$ cat src/rtl/peripheral_mpi_pkg.sv
// Shared types for the MPI peripheral slice: bridge FSM states, response codes
// and bus geometry helpers.
package peripheral_mpi_pkg;

  typedef enum logic [1:0] {
    ST_IDLE,
    ST_CHECK,
    ST_BUS,
    ST_RESP
  } state_e;

  typedef enum logic [1:0] {
    RSP_OK,
    RSP_ERR,
    RSP_TIMEOUT
  } resp_e;

  localparam int unsigned TMR_W = 16;

  // Byte-offset bits that must be zero for a full-word access.
  function automatic int unsigned addr_lsb(input int unsigned dw);
    return (dw == 64) ? 3 : 2;
  endfunction

endpackage

$ cat src/rtl/peripheral_mpi_timeout.sv
// Bus-response watchdog: cleared by load_i, counts enabled cycles and flags
// the cycle on which the TIMEOUT-th enabled cycle is reached.
module peripheral_mpi_timeout
  import peripheral_mpi_pkg::*;
#(
  parameter int unsigned TIMEOUT = 255
) (
  input  logic clk,
  input  logic rst_n,
  input  logic load_i,
  input  logic en_i,
  output logic expired_o
);

  logic [TMR_W-1:0] cnt_q, cnt_d;

  always_comb begin
    cnt_d = cnt_q;
    if (load_i) begin
      cnt_d = '0;
    end else if (en_i && (cnt_q != '1)) begin
      cnt_d = cnt_q + 1'b1;
    end
  end

  always_ff @(posedge clk or negedge rst_n) begin
    if (!rst_n) begin
      cnt_q <= '0;
    end else begin
      cnt_q <= cnt_d;
    end
  end

  assign expired_o = en_i && (cnt_q == TMR_W'(TIMEOUT - 1));

endmodule

$ cat src/rtl/peripheral_mpi_wb_bridge.sv
// Wishbone (classic or B4 pipelined) slave to generic peripheral bus bridge,
// one transfer at a time, with alignment checks, watchdog and error stats.
module peripheral_mpi_wb_bridge
  import peripheral_mpi_pkg::*;
#(
  parameter int unsigned DATA_WIDTH = 32,
  parameter int unsigned ADDR_WIDTH = 32,
  parameter int unsigned TIMEOUT    = 255,
  parameter int unsigned PIPELINED  = 0
) (
  input  logic                    clk,
  input  logic                    rst,
  input  logic [ADDR_WIDTH-1:0]   wb_adr_i,
  input  logic [DATA_WIDTH-1:0]   wb_dat_i,
  input  logic [DATA_WIDTH/8-1:0] wb_sel_i,
  input  logic                    wb_we_i,
  input  logic                    wb_cyc_i,
  input  logic                    wb_stb_i,
  output logic [DATA_WIDTH-1:0]   wb_dat_o,
  output logic                    wb_ack_o,
  output logic                    wb_err_o,
  output logic                    wb_stall_o,
  output logic [ADDR_WIDTH-1:0]   bus_addr,
  output logic [DATA_WIDTH-1:0]   bus_data_in,
  output logic                    bus_we,
  output logic                    bus_en,
  input  logic [DATA_WIDTH-1:0]   bus_data_out,
  input  logic                    bus_ack,
  input  logic                    bus_err,
  output logic                    timeout_o,
  input  logic                    clr_i,
  output logic [7:0]              err_cnt_o
);

  localparam int unsigned LSB = addr_lsb(DATA_WIDTH);

  state_e                  state_q;
  resp_e                   resp_q;
  logic [ADDR_WIDTH-1:0]   adr_q, bus_addr_q;
  logic [DATA_WIDTH-1:0]   dat_q, bus_data_q, rdata_q, wb_dat_q;
  logic [DATA_WIDTH/8-1:0] sel_q;
  logic                    we_q, bus_we_q, bus_en_q, ack_q, err_q;
  logic                    timeout_q, timeout_d;
  logic [7:0]              err_cnt_q, err_cnt_d;
  logic                    accept, req_bad, tmr_expired, timeout_event, err_event;

  // Classic masters hold stb until they see the response, so the request is
  // not re-sampled during the cycle the ack/err pulse is visible.
  assign accept  = wb_cyc_i && wb_stb_i && ((PIPELINED != 0) || !(ack_q || err_q));
  assign req_bad = (|adr_q[LSB-1:0]) || (sel_q != '1);

  peripheral_mpi_timeout #(
    .TIMEOUT(TIMEOUT)
  ) u_timeout (
    .clk      (clk),
    .rst_n    (rst),
    .load_i   (state_q == ST_CHECK),
    .en_i     ((state_q == ST_BUS) && bus_en_q),
    .expired_o(tmr_expired)
  );

  assign timeout_event = (state_q == ST_BUS) && bus_en_q && wb_cyc_i &&
                         !bus_err && !bus_ack && tmr_expired;
  assign err_event     = (state_q == ST_RESP) && (resp_q != RSP_OK);

  always_comb begin
    timeout_d = timeout_q | timeout_event;
    err_cnt_d = err_cnt_q;
    if (err_event && (err_cnt_q != 8'hFF)) begin
      err_cnt_d = err_cnt_q + 8'd1;
    end
    if (clr_i) begin
      timeout_d = 1'b0;
      err_cnt_d = '0;
    end
  end

  always_ff @(posedge clk or negedge rst) begin
    if (!rst) begin
      state_q    <= ST_IDLE;
      resp_q     <= RSP_OK;
      adr_q      <= '0;
      dat_q      <= '0;
      sel_q      <= '0;
      we_q       <= 1'b0;
      bus_addr_q <= '0;
      bus_data_q <= '0;
      bus_we_q   <= 1'b0;
      bus_en_q   <= 1'b0;
      rdata_q    <= '0;
      wb_dat_q   <= '0;
      ack_q      <= 1'b0;
      err_q      <= 1'b0;
      timeout_q  <= 1'b0;
      err_cnt_q  <= '0;
    end else begin
      ack_q    <= 1'b0;
      err_q    <= 1'b0;
      wb_dat_q <= '0;
      case (state_q)
        ST_IDLE: begin
          if (accept) begin
            adr_q   <= wb_adr_i;
            dat_q   <= wb_dat_i;
            sel_q   <= wb_sel_i;
            we_q    <= wb_we_i;
            state_q <= ST_CHECK;
          end
        end
        ST_CHECK: begin
          if (!wb_cyc_i) begin
            state_q <= ST_IDLE;
          end else if (req_bad) begin
            resp_q  <= RSP_ERR;
            state_q <= ST_RESP;
          end else begin
            bus_addr_q <= adr_q;
            bus_data_q <= dat_q;
            bus_we_q   <= we_q;
            state_q    <= ST_BUS;
          end
        end
        ST_BUS: begin
          // First BUS cycle raises bus_en; responses only count once it is seen.
          if (!wb_cyc_i) begin
            bus_en_q <= 1'b0;
            state_q  <= ST_IDLE;
          end else if (!bus_en_q) begin
            bus_en_q <= 1'b1;
          end else if (bus_err) begin
            resp_q   <= RSP_ERR;
            bus_en_q <= 1'b0;
            state_q  <= ST_RESP;
          end else if (bus_ack) begin
            rdata_q  <= bus_data_out;
            resp_q   <= RSP_OK;
            bus_en_q <= 1'b0;
            state_q  <= ST_RESP;
          end else if (tmr_expired) begin
            resp_q   <= RSP_TIMEOUT;
            bus_en_q <= 1'b0;
            state_q  <= ST_RESP;
          end
        end
        ST_RESP: begin
          ack_q <= (resp_q == RSP_OK);
          err_q <= (resp_q != RSP_OK);
          if ((resp_q == RSP_OK) && !we_q) begin
            wb_dat_q <= rdata_q;
          end
          state_q <= ST_IDLE;
        end
        default: state_q <= ST_IDLE;
      endcase
      timeout_q <= timeout_d;
      err_cnt_q <= err_cnt_d;
    end
  end

  assign wb_dat_o    = wb_dat_q;
  assign wb_ack_o    = ack_q;
  assign wb_err_o    = err_q;
  assign wb_stall_o  = (PIPELINED != 0) && (state_q != ST_IDLE);
  assign bus_addr    = bus_addr_q;
  assign bus_data_in = bus_data_q;
  assign bus_we      = bus_we_q;
  assign bus_en      = bus_en_q;
  assign timeout_o   = timeout_q;
  assign err_cnt_o   = err_cnt_q;

endmodule
$ cat config.mk
export PLATFORM = sky130hd
export DESIGN_NAME = peripheral_mpi_wb_bridge
export DESIGN_NICKNAME = d
export VERILOG_FILES = /design/src/rtl/peripheral_mpi_pkg.sv /design/src/rtl/peripheral_mpi_timeout.sv /design/src/rtl/peripheral_mpi_wb_bridge.sv
export SDC_FILE = /design/constraint.sdc
export NUM_CORES = 1
export LEC_CHECK = 0
export ABC_CLOCK_PERIOD_IN_PS = 2140
export CORE_AREA = 2 2 139 195
export DETAILED_ROUTE_END_ITERATION = 12
export DIE_AREA = 0 0 141 197
export SYNTH_ARGS = -nofsm -noshare
export SYNTH_HDL_FRONTEND = slang
export SYNTH_HIERARCHICAL = 1
export SYNTH_SLANG_ARGS = --single-unit
$ cat constraint.sdc
create_clock -name clk -period 2.14 [get_ports clk]
set_input_delay 0.428 -clock clk [delete_from_list [all_inputs] [get_ports clk]]
set_output_delay 0.428 -clock clk [all_outputs]
set_load 0.005 [all_outputs]
; Word-level counts from Yosys, hierarchy flattened
; Cells that the tools add are included.
[classes]
n_div = 0
n_eq_ne = 15
magnitude_cmp = 0
reduce_logical = 30
n_mux = 31
shifts = 0
n_mul = 0
bitwise_logic = 3
n_addsub = 2
[op_table]
columns = cell, n
row1 = $mux W32, 2
row2 = $mux W16, 2
row3 = $mux W2, 14
row4 = $add A16 B1 Y16 const B, 1
row5 = $eq A16 B8 Y1 const B, 1
row6 = $mux W8, 2
row7 = $ne A16 B16 Y1 const B, 1
row8 = $logic_and A1 B1 Y1, 12
row9 = $ne A2 B2 Y1 const B, 5
row10 = $mux W1, 9
row11 = $add A8 B1 Y8 const B, 1
row12 = $ne A4 B4 Y1 const B, 2
row13 = $ne A8 B8 Y1 const B, 1
row14 = $pmux W2 S4, 1
row15 = $reduce_bool A2 Y1, 4
row16 = $reduce_and A3 Y1, 2
row17 = $reduce_and A6 Y1, 1
row18 = $ne A5 B5 Y1 const B, 1
row19 = $reduce_and A5 Y1, 1
row20 = $eq A2 B2 Y1 const B, 2
row21 = $logic_not A1 Y1, 4
row22 = $logic_not A2 Y1, 2
row23 = $pmux W2 S2, 1
row24 = $ne A3 B3 Y1 const B, 1
row25 = 6 further kinds, 8
[word_totals]
romBits = 0
memories = 0
reg_bits = 230
output_inout_bits = 110
elab_cells = 98
mem_bits_rw = 0
in_bits = 108
latch_bits = 0

; Longest topological paths before layout
; Gate-level depths: netlist of run 1.
[depth]
depth_word = 9
mapped_depth = 10
ltp_nobuf = 10

; Cells and area by module
; The synthesis of run 1 kept the hierarchy.
[modules_own_cells]
columns = module, area_each_um2, n_inst, cells_each, seq_area_each_um2
row1 = peripheral_mpi_wb_bridge, 8017.7, 1, 505, 5355.1
row2 = peripheral_mpi_timeout, 975.9, 1, 101, 400.4

; Worst setup path before layout of run 1
; No wires, ideal clock.
[synth_path]
kind = reg-to-reg
startpoint = register state_q[0]
endpoint = register resp_q[0]
t_required_ns = 2.012
period_less_slack_ns = 2.315
path_buffers = 0
path_slack_ns = -0.175
t_arrival_ns = 2.188
setup_time_ns = 0.128
stages_incl_launch_ff = 11
path_cell_list = dfrtp_1 and2b_1 nand2_1 inv_1 inv_1 nor4b_1 nand4_1 nor3_1 o31ai_2 a21oi_1 mux2_1
[synth_between]
elab_chain_len = 5
word_cells_on_any_way = 12
cone_classes = eq/ne: 7 / mux: 1 / reduce/logical: 4
[synth_rtl]
columns = element, line_no
row1 = from (decl), peripheral_mpi_wb_bridge.sv:37  ; state_e state_q;
row2 = from (signal assigned), peripheral_mpi_wb_bridge.sv:80  ; state_q <= ST_IDLE;
row3 = from (signal assigned), peripheral_mpi_wb_bridge.sv:107  ; state_q <= ST_CHECK;
row4 = from (signal assigned), peripheral_mpi_wb_bridge.sv:112  ; state_q <= ST_IDLE;
row5 = $eq A2 B2 Y1, peripheral_mpi_wb_bridge.sv:58  ; .en_i ((state_q == ST_BUS) && bus_en_q),
row6 = $logic_and A1 B1 Y1, peripheral_mpi_wb_bridge.sv:58
row7 = $logic_and A1 B1 Y1, peripheral_mpi_timeout.sv:34  ; assign expired_o = en_i && (cnt_q == TMR_W'(TIMEOUT - 1));
row8 = named net tmr_expired, peripheral_mpi_wb_bridge.sv:45  ; logic accept, req_bad, tmr_expired, timeout_event, err_event;
row9 = $ne A4 B4 Y1 (no source line), --
row10 = $reduce_and A6 Y1 (no source line), --
row11 = to (signal assigned), peripheral_mpi_wb_bridge.sv:81  ; resp_q <= RSP_OK;
row12 = to (signal assigned), peripheral_mpi_wb_bridge.sv:114  ; resp_q <= RSP_ERR;
row13 = to (signal assigned), peripheral_mpi_wb_bridge.sv:131  ; resp_q <= RSP_ERR;
row14 = to (decl), peripheral_mpi_wb_bridge.sv:38  ; resp_e resp_q;
; The timed path passes the listed nets, and every way through them passes these cells.
; A chain may end at the register's enable or synchronous reset.

; Final worst setup path of run 1
; Ends and elaborated chain as after synthesis.

==> results of run 1 <==
layout make-up:
class,instances,area (sq um),share of cell area (%)
Clock buffer,37,711,5.59
Clock inverter,7,139,1.09
Inverter,9,33.8,0.266
Multi-Input combinational cell,342,3110,24.4
Sequential cell,230,5760,45.3
Tap cell,324,405,3.19
Timing Repair Buffer,251,2560,20.1
report_power, final:
part	internal (uW)	leakage, uW	switching, uW
clock	2770	0.000415	1700
combinational	1210	0.00238	638
sequential	5230	0.00303	419
total	9210	0.00583	2760
path summary, 6_finish.rpt:
check / depth (start not counted) / end / slack (ns)
min in group clk: 1 / wb_dat_o[23]$_DFF_PN0_ / 0.47
min: 2 / wb_dat_o[18]$_DFF_PN0_ / 0.46
min reg2reg: 1 / wb_dat_o[23]$_DFF_PN0_ / 0.47
max reg2reg: 10 / resp_q[0]$_DFFE_PN0P_ / 0.04
max: 10 / resp_q[0]$_DFFE_PN0P_ / 0.04
max in group asynchronous: 3 / bus_addr[16]$_DFFE_PN0P_ / 0.99
layout by cell type, fill, tap and decap left out, types with 3 or more instances in the layout:
| cell | instances |
|---|---|
| or3_1 | 5 |
| and3_1 | 3 |
| clkbuf_8 | 4 |
| nor3_1 | 3 |
| o211ai_1 | 3 |
| o31ai_1 | 6 |
| ha_1 | 3 |
| nand3_1 | 6 |
| inv_1 | 7 |
| clkdlybuf4s50_1 | 215 |
| xor2_1 | 5 |
| mux2_1 | 90 |
| nand2_1 | 10 |
| nor2_1 | 14 |
| nand4_1 | 7 |
| and2_1 | 34 |
| nor2b_1 | 5 |
| clkbuf_16 | 25 |
| clkbuf_1 | 8 |
| a21oi_1 | 13 |
| dfrtp_1 | 230 |
| buf_12 | 10 |
| bufinv_16 | 4 |
| buf_4 | 24 |
| o21ai_0 | 9 |
| mux2_2 | 76 |
| or4_1 | 6 |
stage by stage:
stage / instance area [sq um] / hold WS, ns / TNS, ns / instances
floorplan: 9000 / 0.132 / 0 / 606
global placement: 11800 / 0.419 / 0 / 1152
detailed placement: 11800 / 0.427 / 0 / 1152
CTS: 12700 / 0.470 / 0 / 1197
global route: 12700 / 0.482 / -0.221 / 1200
finish: 12700 / 0.464 / 0 / 1200
registers in the layout (all words and copies together), names as in the netlist, 8 cells and up:
signal           count
bus_addr            32
dat_q               32
err_cnt_o            8
wb_dat_o            32
bus_data_in         32
u_timeout/cnt_q     16
rdata_q             32
adr_q               32
repair_timing:
action                                 CTS  global route
endpoints found under the hold margin   55             0
hold buffers                             1             0
resized for setup                        0             8
setup endpoints to repair                0             3
setup buffers                            0             3
cells by family after synthesis:
kind of cell               share of synthesized area, %
muxes                                              21.1
buffers and inverters                              2.11
xor gates and xnor gates                          0.487
DFF                                                64.0
other                                            0.0417
adders and majority gates                         0.417
AOI/OAI and AO/OA                                  3.62
and+or+nand+nor                                    8.19
metal layers:
metal / track usage, % / share of wire, % / up-vias
li1: - / - / 2645
met5: 0 / 0.066 / -
met1: 17.4 / 41 / 2815
met2: 25.0 / 50 / 155
met3: 4.47 / 7.6 / 26
met4: 3.59 / 1.7 / 2
==> metrics.txt, run 1 <==
Worst-path clk slew=0.06 ns; Critical path origin=state_q[0]$_DFFE_PN0P_; Synth area leaders=dfrtp_1 (64%), mux2_1 (11%), mux2_2 (9.5%), and2_1 (2.4%), a21oi_1 (0.78%); total CTS buffers=24; dpl ws=0.0282 ns; final RePlAce weighted congestion=0.777; post-route ant nets=0; crit-path max cell delay=0.37 ns; antenna violations before repair=1; register area share after synthesis=64.0%; Leak=roughly 0.0058 uW; Skew-Pair Late Insertion Delay=between 0.5 and 0.6 ns; reg2reg start=state_q[0]$_DFFE_PN0P_; Starting Density=about a third; TritonCTS clock tree=done; Mapped Avg Cell Area=14.8 sq um; via count=between 5000 and 6000; final setup fails=0; Sink Count=230; Syn. warnings=6; worst slew pin tran=between 0.7 and 0.8 ns; 1st-pass router iterations=4; most used cell, CP=inv_2; CP Launch Type=flip-flop; chip width=between 100 and 150 um; Buf/Inv on CP=2; routed len/inst=around 17 um; Port Buf Inserts=around 220; Core Box Area=roughly 26000 sq um; delay-heaviest family, CP=simple AND/OR/NAND/NOR gates; Clk Tree Root Cell=clkbuf_16; status=finished clean; Critical Path AT=2.50 ns; total routed wirelength=19800 um; Area Overhead vs Synth=41.3%; Slew Limit Fails=0; crit path cell chain=and2b_1 -> nand2_2 -> inv_2 -> inv_2 -> nor4b_2 -> nand4_1 -> nor3_4 -> o31ai_4 -> a21oi_2 -> mux2_4; first-pass GRT wire length=approximately 32000 um; Post-Route Utilization=48.9%; Die Area=approximately 28000 sq um; Synth Instances=606; DR iter-0 viols=about 110; Crit-path slowest cell=dfrtp_1; Max Fclk=approximately 0.48 GHz; Net count, final=969; worst min path class=in2async; DRC viols=0; CP endpoint kind=flip-flop; overall routing resource usage=between 10 and 15%; slew margin rel.=50.0%; RSZ-0062 raised after global routing=true; crit path time final=between 2 and 2.5 ns; ys async rst share=100%; worst setup margin=between 0.03 and 0.04 ns; row count=70; register bit total from synthesis=230; Syn Nets=about 700; largest net degree at the start of global routing=63; Layout fillers=~2300; Final Cycle Share=98.3%; P per Cell Area=941 nW/um^2; DIE HEIGHT=slightly below 200 um; Post-synth top cells=dfrtp_1 (230), mux2_1 (91), mux2_2 (76); ant diodes=0; synthesized area=8990 sq um; post-synth top area share=about 64%; H-tree levels=1; IR drop worst, VDD=0.629 mV; Distinct cells, synth=54; Worst Path Required=roughly 2.5 ns; Power Total=12000 uW; vias in the first global route=just under 6000; worst setup path class=reg2reg; Post-synth EDFFs=0; most common cell in the synthesized netlist=dfrtp_1; via density per instance=~4.7; fraction of layout cells with a size suffix above 1=roughly a fifth; Layout Skew=0.0152 ns; post-synth top area cell=dfrtp_1; final hold violations=0; Top FF cell, synth=dfrtp_1; IO Count=around 220; Clock Path Buffers=3; grt ovf=0; max_cap viols=0; detailed placement HPWL=roughly 14000 um; CP max FO=2
(Power assumes the default switching activity.)
==> run 2: changes to the inputs <==
- REMOVE_ABC_BUFFERS: not set -> 1
- TNS_END_PERCENT: not set -> 20
==> run 2 against run 1 <==
  * The run now ends with setup timing left
  * Global-route usage is 0.13 points higher
  * Count of clock-buffer cells in the layout unchanged
  * Total power decreased by 0.64%
  * Critical path type unchanged
==> metrics.txt, run 2 (synthesis gave the netlist of run 1 again) <==
final instance area=12800 sq um; detailed placement HPWL=14300 um; crit path time final=2.19 ns; Worst-path clk slew=approximately 0.06 ns; Sink Count=230; max_cap viols=0; first-pass GRT wire length=about 33000 um; Skew-Pair Late Insertion Delay=a little over 0.5 ns; Clock Path Buffers=3; post-route ant nets=0; TritonCTS clock tree=done; placed cell areas=11900 sq um; dpl ws=-0.164 ns; Clk Tree Root Cell=clkbuf_16; post-route insts no fill=between 1000 and 1500; Critical path origin=state_q[0]$_DFFE_PN0P_; Area Overhead vs Synth=42.6%; P per Cell Area=between 900 and 1000 nW/um^2; routed len/inst=between 15 and 20 um; Layout fillers=2290; slew margin rel.=roughly 58%; worst slew pin tran=between 0.6 and 0.7 ns; largest net degree at the start of global routing=between 60 and 70; 1st-pass router iterations=7; worst setup path class=reg2reg; Post-Route Utilization=approximately half; RSZ-0062 raised after global routing=true; antenna violations before repair=0; most common cell after layout, fill and taps aside=dfrtp_1; Max Fclk=around 0.46 GHz; worst setup margin=-0.0465 ns; DRC viols=0; status=complete, but fails checks; Slew Limit Fails=0; via count=roughly 5800; fraction of layout cells with a size suffix above 1=a little over a fifth; Critical Path AT=~2.6 ns; Placed Cells=1161; CP max FO=2; IR drop worst, VDD=0.647 mV; total routed wirelength=20300 um; final setup fails=1; Die Area=between 20000 and 30000 sq um; ant diodes=0; Net count, final=about 980; row count=70; final hold violations=0; IO Count=218; DR iter-0 viols=between 150 and 200; Worst Path Required=between 2 and 3 ns; CP Launch Type=flip-flop; Final Cycle Share=102%; CP endpoint kind=flip-flop; total CTS buffers=24; H-tree levels=1; vias in the first global route=between 6000 and 7000; reg2reg start=state_q[0]$_DFFE_PN0P_; final RePlAce weighted congestion=slightly above 0.8; Core Box Area=about 26000 sq um; Starting Density=roughly a third; overall routing resource usage=roughly 15%; chip width=around 140 um; DIE HEIGHT=slightly below 200 um; WHS=roughly 0.47 ns; Port Buf Inserts=around 220; Leak=~0.0059 uW; via density per instance=4.75; most frequent cells in the layout=dfrtp_1 (230), clkdlybuf4s50_1 (215), mux2_1 (90); failing checks=setup timing; grt ovf=0; Layout Skew=0.00972 ns; worst min path class=in2async
## run 2: cell types whose count changed in the layout (fill, tap and decap cells not counted), moves of 2 or more
cell	delta
buf_4	+9
clkbuf_1	-4
clkbuf_8	+4
buf_12	+3
clkinv_2	+3
bufinv_16	-2
## run 2: path summary, 6_finish.rpt
path | end | slack [ns] | depth (start not counted)
worst max-delay path | resp_q[0]$_DFFE_PN0P_ | -0.05 | 10
worst min register to register | wb_dat_o[5]$_DFF_PN0_ | 0.47 | 1
worst min-delay path | wb_dat_o[11]$_DFF_PN0_ | 0.47 | 2
min in group clk | wb_dat_o[5]$_DFF_PN0_ | 0.47 | 1
max in group asynchronous | bus_data_in[28]$_DFFE_PN0P_ | 0.98 | 3
worst max register to register | resp_q[0]$_DFFE_PN0P_ | -0.05 | 10
## run 2: repair_timing
item / in CTS / in global routing
endpoints found under the hold margin: 56 / 0
buffers inserted: 0 / 6
hold buffers: 1 / 0
pin swaps: 1 / 7
resized for setup: 3 / 9
setup endpoints to repair: 3 / 6
## run 2: area by class of cell
class	count	area, sq um	area share, %
sequential	230	5760	44.9
timing repair buffer	263	2690	20.9
tap	324	405	3.16
clock buffer	37	751	5.85
clock inverter	7	85.1	0.664
inverter	9	33.8	0.263
multi-input combinational	342	3110	24.2
## run 2: worst max-delay path: stages, from the launching register on
cell and delay [ns]:
dfrtp_1 0.38, and2b_1 0.22, nand2_2 0.07, inv_2 0.06, inv_2 0.04, nor4b_4 0.24, nand4_1 0.19, nor3_4 0.31
o31ai_4 0.09, a21oi_2 0.16, mux2_4 0.31
## run 2: metrics by stage
step	setup TNS (ns)	total power [uW]
6_report	-0.0465	11900
5_1_grt	-0.511	12500
4_1_cts	0	12100
3_5_place_dp	-0.229	7650
3_3_place_gp	-0.0333	7580
2_1_floorplan	-112.66	6550
## run 2: power by group
part	switching [uW]	total (uW)	internal (uW)
logic	662	1920	1260
registers	415	5650	5230
clock network	1670	4320	2650
total	2750	11900	9140
## run 2: layer usage
layer | GRT usage (%) | part of all wire (%)
met2 | 26.7 | 53
met3 | 3.72 | 6.5
met1 | 16.6 | 39
met5 | 0 | 0
met4 | 3.85 | 2.2
==> run 3: changes to the inputs <==
- DONT_BUFFER_PORTS: not set -> 1
==> run 3 against run 2 <==
  * The flow finishes with violations (hold timing, setup timing)
  * Critical path type unchanged
  * Highest routed layer unchanged
  * Maximum frequency is 1.9% higher
  * Critical endpoint unchanged
  * Largest power group unchanged
  * Final cell count is 20% lower
  * Non-clock buffer count is 244 lower
==> metrics.txt, run 3 (synthesis gave the netlist of run 1 again) <==
via density per instance=5.07; Sink Count=230; worst min path class=in2async; DIE HEIGHT=197 um; final hold violations=230; RSZ-0062 raised after global routing=true; IO Count=between 200 and 250; grt ovf=0; max_cap viols=0; Starting Density=around 35%; Worst R2R Setup Slack=-0.007 ns; Slew Limit Fails=0; Port Buf Inserts=0; fraction of layout cells with a size suffix above 1=between 20% and 30%; Worst Path Required=2.52 ns; Worst-path clk slew=~0.06 ns; post-route ant nets=0; Die Area=about 28000 sq um; overall routing resource usage=approximately 13%; Layout Skew=about 0.013 ns; final setup fails=1; crit-path max cell delay=roughly 0.37 ns; worst setup margin=-0.00657 ns; CP endpoint kind=flip-flop; P per Cell Area=roughly 1100 nW/um^2; hold buffers post-CTS=1; antenna violations before repair=2; Core Box Area=roughly 26000 sq um; Clk Tree Root Cell=clkbuf_16; Final Cycle Share=100%; CP max FO=2; Layout fillers=between 2000 and 2500; detailed placement HPWL=~12000 um; Area Overhead vs Synth=13.4%; dpl ws=-0.0724 ns; setup TNS=-0.00657 ns; crit path cell chain=and2b_1 -> nand2_1 -> inv_1 -> inv_1 -> nor4b_2 -> nand4_1 -> nor3_2 -> buf_4 -> o31ai_2 -> a21oi_2 -> mux2_1; IR drop worst, VDD=roughly 0.63 mV; Crit-path slowest cell=dfrtp_1; chip width=around 140 um; Critical Path AT=2.53 ns; cell-internal power=8240 uW; Net count, final=approximately 740; Leak=slightly below 0.005 uW; Logic pwr share=around a tenth; Sw Share=23.8%; CP Launch Type=flip-flop; worst slew pin tran=around 0.68 ns; 1st-pass router iterations=4; DRC viols=0; Max Fclk=0.466 GHz; clock power share=between 30% and 40%; first-pass GRT wire length=between 20000 and 30000 um; failing checks=hold timing, setup timing; most frequent cells in the layout=dfrtp_1 (230), mux2_1 (91), mux2_2 (76); largest net degree at the start of global routing=231; most used cell, CP=inv_1; TritonCTS clock tree=done; crit path time final=approximately 2.1 ns; H-tree levels=1; status=complete, but fails checks; WHS=-0.384 ns; Sw Pwr=2570 uW; Placed Cells=920; worst setup path class=reg2reg; vias in the first global route=5341; row count=70; via count=4904; routed len/inst=between 15 and 20 um; most common cell after layout, fill and taps aside=dfrtp_1; DR iter-0 viols=between 200 and 300; slew margin rel.=54.1%; Clock Path Buffers=3; total routed wirelength=18300 um; Sequential Power Share=53.2%; post-route insts no fill=roughly 970; Skew-Pair Late Insertion Delay=~0.5 ns; Power Total=10800 uW; final RePlAce weighted congestion=approximately 0.79; total CTS buffers=23
-- run 3: path summary, 6_finish.rpt --
check | startpoint | end | cells after the start
max | state_q[0]$_DFFE_PN0P_ | resp_q[0]$_DFFE_PN0P_ | 11
min | rst | rdata_q[1]$_DFFE_PN0P_ | 0
max reg2reg | state_q[0]$_DFFE_PN0P_ | resp_q[0]$_DFFE_PN0P_ | 11
max in group asynchronous | rst | dat_q[10]$_DFFE_PN0P_ | 0
min in group clk | wb_cyc_i | state_q[1]$_DFFE_PN0P_ | 1
min reg2reg | rdata_q[6]$_DFFE_PN0P_ | wb_dat_o[6]$_DFF_PN0_ | 1
-- run 3: cell type report --
class | instances | area [sq um] | share of cell area (%)
clock buffers | 31 | 666 | 6.52
diodes | 2 | 5.00 | 0.0491
inverters | 9 | 33.8 | 0.331
clock inverters | 10 | 88.8 | 0.871
repair buffers | 19 | 170 | 1.67
well taps | 324 | 405 | 3.97
flip-flops and latches | 230 | 5760 | 56.4
multi-input cells | 342 | 3080 | 30.2
-- run 3: power groups by stage --
| stage | clock network [uW] | logic, uW | registers (uW) |
|---|---|---|---|
| after CTS | 4090 | 1160 | 5760 |
| after global routing | 4280 | 1260 | 5860 |
| after detailed placement | 0 | 1140 | 5840 |
| after floorplan | 0 | 901 | 5650 |
| after global placement | 0 | 1050 | 5760 |
| final | 3930 | 1140 | 5750 |
-- run 3: metrics by stage --
| stage | util [%] | cell area, sq um |
|---|---|---|
| after global placement | 36.1 | 9400 |
| after global routing | 39.2 | 10200 |
| after detailed placement | 36.1 | 9400 |
| final | 39.2 | 10200 |
| after floorplan | - | 8840 |
| after CTS | 39.1 | 10200 |
-- run 3: routing by layer --
| metal | up-vias | track usage [%] | wire length [um] |
|---|---|---|---|
| met5 | - | 0 | 0 |
| met4 | 0 | 4.30 | 442 |
| met3 | 34 | 4.40 | 1580 |
| met2 | 178 | 23.1 | 9580 |
| met1 | 2513 | 14.0 | 6690 |
| li1 | 2179 | - | - |
-- run 3: timing repair --
action	in CTS	in global routing
pin swaps	0	4
endpoints found under the hold margin	238	230
resized for setup	3	0
endpoints found under the setup margin	2	41
buffers inserted	1	2
-- run 3: worst max-delay path, delay by kind of cell (launching register included) --
family	cells	cell delay [ns]
and+or+nand+nor	5	0.77
AOI/OAI and AO/OA	2	0.27
DFF	1	0.37
buffers and inverters	3	0.28
muxes	1	0.34
